[config.mk]
export PLATFORM = sky130hd
export DESIGN_NAME = ctrl_exposure_fsm
export DESIGN_NICKNAME = d
export VERILOG_FILES = /design/src/rtl/ctrl_exposure_fsm_pkg.sv /design/src/rtl/ctrl_exposure_fsm_counter.sv /design/src/rtl/ctrl_exposure_fsm.sv
export SDC_FILE = /design/constraint.sdc
export NUM_CORES = 1
export LEC_CHECK = 0
export BUFFER_PORTS_ARGS = -buffer_cell sky130_fd_sc_hd__buf_2
export CORE_ASPECT_RATIO = 1.75
export CORE_MARGIN = 4
export CORE_UTILIZATION = 47
export DETAILED_ROUTE_END_ITERATION = 7
export PLACE_DENSITY = 0.73
export SKIP_LAST_GASP = 1
export SYNTH_ARGS = -nofsm -noshare
export SYNTH_HDL_FRONTEND = slang
export SYNTH_SLANG_ARGS = --single-unit
[constraint.sdc]
create_clock -name Clk -period 1.7 [get_ports Clk]
set_clock_uncertainty 0.2 [all_clocks]
set_input_delay 0 -clock Clk [delete_from_list [all_inputs] [get_ports Clk]]
set_output_delay 0 -clock Clk [all_outputs]
set_load 0.05 [all_outputs]
[src/rtl/ctrl_exposure_fsm_pkg.sv]
// Shared types and helpers for the exposure capture sequencer and the
// exposure-time control register (both use the same clamp limits).
package ctrl_exposure_fsm_pkg;

  localparam int EXP_MIN_DEF = 2;
  localparam int EXP_MAX_DEF = 30;

  typedef enum logic [3:0] {
    S_IDLE,
    S_EXPOSE,
    S_R1_SETUP,
    S_R1_CONV,
    S_R1_HOLD,
    S_GAP,
    S_R2_SETUP,
    S_R2_CONV,
    S_R2_HOLD,
    S_DONE
  } state_t;

  typedef struct packed {
    logic erase;
    logic expose;
    logic nre_1;
    logic nre_2;
    logic adc;
    logic busy;
    logic done;
  } outs_t;

  typedef struct packed {
    state_t     state;
    logic [4:0] exp_t;
  } dbg_t;

  function automatic int cnt_width(input int exp_max, input int tpm, input int adc_cycles);
    int w;
    int wa;
    w  = $clog2(exp_max * tpm);
    wa = $clog2(adc_cycles);
    if (wa > w) w = wa;
    if (w < 1) w = 1;
    return w;
  endfunction

  function automatic logic [4:0] clamp_exp(input logic [4:0] t, input int lo, input int hi);
    if (int'(t) < lo) return 5'(lo);
    if (int'(t) > hi) return 5'(hi);
    return t;
  endfunction

  // Moore output values for each state.
  function automatic outs_t decode(input state_t s);
    outs_t o;
    o = '{erase: 1'b0, expose: 1'b0, nre_1: 1'b1, nre_2: 1'b1,
          adc: 1'b0, busy: 1'b1, done: 1'b0};
    case (s)
      S_IDLE:     begin o.erase = 1'b1; o.busy = 1'b0; end
      S_EXPOSE:   o.expose = 1'b1;
      S_R1_SETUP: o.nre_1 = 1'b0;
      S_R1_CONV:  begin o.nre_1 = 1'b0; o.adc = 1'b1; end
      S_R1_HOLD:  o.nre_1 = 1'b0;
      S_GAP:      ;
      S_R2_SETUP: o.nre_2 = 1'b0;
      S_R2_CONV:  begin o.nre_2 = 1'b0; o.adc = 1'b1; end
      S_R2_HOLD:  o.nre_2 = 1'b0;
      S_DONE:     begin o.done = 1'b1; o.busy = 1'b0; end
      default:    begin o.erase = 1'b1; o.busy = 1'b0; end
    endcase
    return o;
  endfunction

endpackage

[src/rtl/ctrl_exposure_fsm_counter.sv]
// Loadable down-counter used for exposure duration and ADC conversion timing.
module exp_down_counter #(
  parameter int W = 5
) (
  input  logic         i_clk,
  input  logic         i_rst,
  input  logic         i_load,
  input  logic [W-1:0] i_load_val,
  input  logic         i_en,
  output logic         o_zero
);

  logic [W-1:0] r_count;

  always_ff @(posedge i_clk or posedge i_rst) begin
    if (i_rst) begin
      r_count <= '0;
    end else if (i_load) begin
      r_count <= i_load_val;
    end else if (i_en && (r_count != '0)) begin
      r_count <= r_count - W'(1);
    end
  end

  assign o_zero = (r_count == '0);

endmodule

[src/rtl/ctrl_exposure_fsm.sv]
// Capture sequencer: erase, expose for the latched time, then read two rows
// through the shared ADC. All strobes are registered Moore outputs.
module ctrl_exposure_fsm
  import ctrl_exposure_fsm_pkg::*;
#(
  parameter int TICKS_PER_MS = 1,
  parameter int ADC_CYCLES   = 2,
  parameter int EXP_MIN      = EXP_MIN_DEF,
  parameter int EXP_MAX      = EXP_MAX_DEF
) (
  input  logic       Clk,
  input  logic       Reset,
  input  logic       Init,
  input  logic [4:0] Exp_time,
  output logic       Erase,
  output logic       Expose,
  output logic       NRE_1,
  output logic       NRE_2,
  output logic       ADC,
  output logic       Busy,
  output logic       Done,
  output dbg_t       o_dbg
);

  localparam int CW = cnt_width(EXP_MAX, TICKS_PER_MS, ADC_CYCLES);
  localparam logic [CW-1:0] TPM_C    = CW'(TICKS_PER_MS);
  localparam logic [CW-1:0] ADC_LOAD = CW'(ADC_CYCLES - 1);

  state_t        r_state;
  outs_t         r_outs;
  logic [4:0]    r_exp_t;

  state_t        w_next;
  logic          w_load;
  logic [CW-1:0] w_load_val;
  logic          w_en;
  logic          w_zero;
  logic [4:0]    w_t;
  logic [CW-1:0] w_exp_load;

  assign w_t        = clamp_exp(Exp_time, EXP_MIN, EXP_MAX);
  assign w_exp_load = CW'(w_t) * TPM_C - CW'(1);

  exp_down_counter #(.W(CW)) u_cnt (
    .i_clk      (Clk),
    .i_rst      (Reset),
    .i_load     (w_load),
    .i_load_val (w_load_val),
    .i_en       (w_en),
    .o_zero     (w_zero)
  );

  // Counted states load on the transition in and leave once the count is 0.
  always_comb begin
    w_next     = r_state;
    w_load     = 1'b0;
    w_load_val = '0;
    w_en       = 1'b0;
    case (r_state)
      S_IDLE: begin
        if (Init) begin
          w_next     = S_EXPOSE;
          w_load     = 1'b1;
          w_load_val = w_exp_load;
        end
      end
      S_EXPOSE: begin
        if (w_zero) w_next = S_R1_SETUP;
        else        w_en   = 1'b1;
      end
      S_R1_SETUP: begin
        w_next     = S_R1_CONV;
        w_load     = 1'b1;
        w_load_val = ADC_LOAD;
      end
      S_R1_CONV: begin
        if (w_zero) w_next = S_R1_HOLD;
        else        w_en   = 1'b1;
      end
      S_R1_HOLD:  w_next = S_GAP;
      S_GAP:      w_next = S_R2_SETUP;
      S_R2_SETUP: begin
        w_next     = S_R2_CONV;
        w_load     = 1'b1;
        w_load_val = ADC_LOAD;
      end
      S_R2_CONV: begin
        if (w_zero) w_next = S_R2_HOLD;
        else        w_en   = 1'b1;
      end
      S_R2_HOLD:  w_next = S_DONE;
      S_DONE:     w_next = S_IDLE;
      default:    w_next = S_IDLE;
    endcase
  end

  always_ff @(posedge Clk or posedge Reset) begin
    if (Reset) begin
      r_state <= S_IDLE;
      r_outs  <= decode(S_IDLE);
      r_exp_t <= '0;
    end else begin
      r_state <= w_next;
      r_outs  <= decode(w_next);
      if ((r_state == S_IDLE) && Init) r_exp_t <= w_t;
    end
  end

  assign Erase  = r_outs.erase;
  assign Expose = r_outs.expose;
  assign NRE_1  = r_outs.nre_1;
  assign NRE_2  = r_outs.nre_2;
  assign ADC    = r_outs.adc;
  assign Busy   = r_outs.busy;
  assign Done   = r_outs.done;

  assign o_dbg.state = r_state;
  assign o_dbg.exp_t = r_exp_t;

endmodule
==> results.ini <==
[outcome]
status = complete, but fails checks
violations = negative setup slack

[sta]
rsz0062_at_grt = true
setup_tns_ps = -144
post-route-period-util_pct = 105
period_minus_slack_ps = 1780
max_freq_ghz = 0.563
worst-slew-pin-transition_ps = 348
final-setup-viol-count = 4
hold-worst-slack_ps = 42.3
setup_ws_ps = -77.5
slew_viol_final = 0
max_slew_margin_pct = 76.7
hold_viol = 0

[critical_path]
cp_slowest_cell = dfrtp_1
cp.arrival_ps = 1720
max_stage_delay_ps = 390
reg2reg_depth = 6
worstPathRequired_ps = 1640
crit_type = register to register
cp_cell_sequence = inv_2 > ha_4 > or3b_4 > nor4_4 > xnor2_1 > o22ai_1
cp_max_fo = 2
cp-end-kind = register
startpoint_type = register

[clock_tree]
cts_sinks = 21
tritoncts = yes
cts.root.buffer_cell = clkbuf_8
htree_num_levels = 1
clockBufferDepth = 2
numCtsBuffers = 3
clk_pin_slew_ps = 80
clk_latency_ps = 260

[power_and_ir_drop]
peakVddDrop_mv = 1.27
pwr-share-clk_pct = 11.2
leakagePower_nw = 0.694
switching_share_pct = 48.1
p_int_mw = 1.53
p_per_area_nw_per_um2 = 1940
power.share.combinational_pct = 58.1
power.switching_mw = 1.42
seqPwrFrac_pct = 30.7
power.total_mw = 2.95

[global_route]
grt_max_degree = 22
grt_pass1_wl_mm = 4.59
grt_pass1_vias = 1050
antenna_found_initial = 0
grt.total_usage_pct = 19.7
overflow = 0

[routing]
dr.pass1.iters = 4
drc = 0
drt_iter0_drc = 16
routedWlPerCell_um = 16.3
drt_wl_total_mm = 2.84
vias_per_cell = 5.58
vias = 971
ant_nets = 0

[synth]
yosys.area.top_type = dfrtp_1
yosysWarnings = 0
synthArstFlopShare_pct = 100
synthTopCellsByCount = dfrtp_1 (18), nor2_1 (11), inv_1 (7)
netlist.area_leader.share_pct = 40.4
synth_edf_count = 0
ys_types = 44
synth_compound_area_share_pct = 12.7
avgSynthCellArea_um2 = 10.6
synth-xor-area-share_pct = 3.93
synthFlopType = dfrtp_1
ys_ff_latch = 21
synth-adder-area-share_pct = 3.37
synth.most_common_cell = dfrtp_1
synthesis.area_um2 = 1110
synthCells = 105
synthMuxAreaShare_pct = 4.94
synth_top_family_by_area = simple AND/OR/NAND/NOR gates
synth_nets = 116
synth_area_leaders = dfrtp_1 (40%), dfstp_2 (7.1%), mux2_1 (4.0%)
yosys.area_share.simple_pct = 22.0
yosysSeqAreaShare_pct = 47.5

[cells_and_area]
layout-drive-gt1-share_pct = 44.3
syn_to_final_growth_pct = 36.4
fin_nets = 161
fin_cells = 174
num_antenna_cells = 0
stdcell_area_um2 = 1520

[place]
gp_congestion = 0.824
post-place-cells = 160
dpl.hpwl_mm = 2.14
placed_area_um2 = 1320
portBuffers = 23

[worst_hold_path]
hp-class = input port to register
holdPathStages = 4

[floorplanning]
die_area_um2 = 3240
fp.dieW_um = 44.8
die_h_um = 72.4
core_um2 = 2270
ios = 24
initial_utilization_pct = 49.0
num_rows = 23

[run]
maxCapViolations = 0

-- cells in the final DEF, fill, tap and decap left out, drive strengths merged, types with 2 or more instances in the layout --
cell         instances
a31oi                2
and2                 2
buf                 38
clkbuf               3
dfrtp               18
dfstp                3
dlygate4sd3          7
ha                   3
inv                  7
mux2                 4
nand2                3
nand2b               2
nand3                4
nor2                12
nor3                 6
nor4                 2
o21a                 2
o21ai                5
o22ai                2
o31a                 2
xnor2                3
xor2                 2
-- through the flow --
| step | worst slack, ps | utilization [%] |
|---|---|---|
| final | -77.5 | 66.8 |
| after global routing | -154 | 66.8 |
| after CTS | -70.1 | 64.0 |
| after detailed placement | -95.1 | 58.2 |
| after global placement | -37.4 | 58.2 |
| after floorplan | 8.20 | - |
-- path summary, 6_finish.rpt --
path | start | to | slack, ps
max | u_cnt.r_count[0] | u_cnt.r_count[4] | -80
min | Exp_time[4] | u_cnt.r_count[4] | 40
max reg2reg | u_cnt.r_count[0] | u_cnt.r_count[4] | -80
min reg2reg | r_exp_t[0] | r_exp_t[0] | 290
max in group asynchronous | Reset | NRE_2 | 910
min in group asynchronous | Reset | r_exp_t[4] | 120
-- metal layers --
metal,track usage (%),part of all wire (%),up-vias
met3,2.98,3.8,16
li1,-,-,458
met4,15.3,6.9,0
met1,16.4,35,465
met2,37.8,55,32
met5,0,0,-
-- area by class of cell --
class	instances	area, um2
well taps	25	31.3
repair buffers	45	298
inverters	7	26.3
clock buffers	3	41.3
clock inverters	1	5.00
fillers	190	754
flip-flops and latches	21	534
multi-input cells	72	583
-- state kept, by name, summed over array words and instances, names as in the netlist --
register       flops
NRE_1              1
r_state            4
Done               1
Erase              1
r_exp_t            5
ADC                1
NRE_2              1
u_cnt.r_count      5
Expose             1
Busy               1
-- power by group through the flow --
stage / sequential (mW) / combinational, mW / clock [mW]
3_3_place_gp: 0.891 / 1.51 / 0
4_1_cts: 0.901 / 1.60 / 0.336
3_5_place_dp: 0.903 / 1.55 / 0
5_1_grt: 0.931 / 1.85 / 0.357
2_1_floorplan: 1.33 / 0.714 / 0
6_report: 0.906 / 1.72 / 0.331
-- cell families (layout without fill, tap and decap cells) --
family,Yosys count,in the layout
xor+xnor,5,5
compound gates,20,20
buf+inv,12,56
flops,21,21
mux,5,5
fa+ha+maj,3,3
simple gates,39,39
-- repair_timing --
action                     in CTS  in global routing
gates resized for setup         4                  8
hold endpoints to repair       30                  0
pin swaps                       3                  2
setup endpoints to repair       7                  9
buffers inserted                1                  2
hold buffers                    7                  0
-- worst max-delay path, delay by kind of cell, from the launching register on --
kind	cells	cell delay [ps]
and+or+nand+nor	2	530
DFF	1	390
xor gates and xnor gates	1	160
adders and majority gates	1	150
buffers and inverters	1	110
AOI/OAI and AO/OA	1	110
Note: power is estimated with default switching activity, not from simulation.
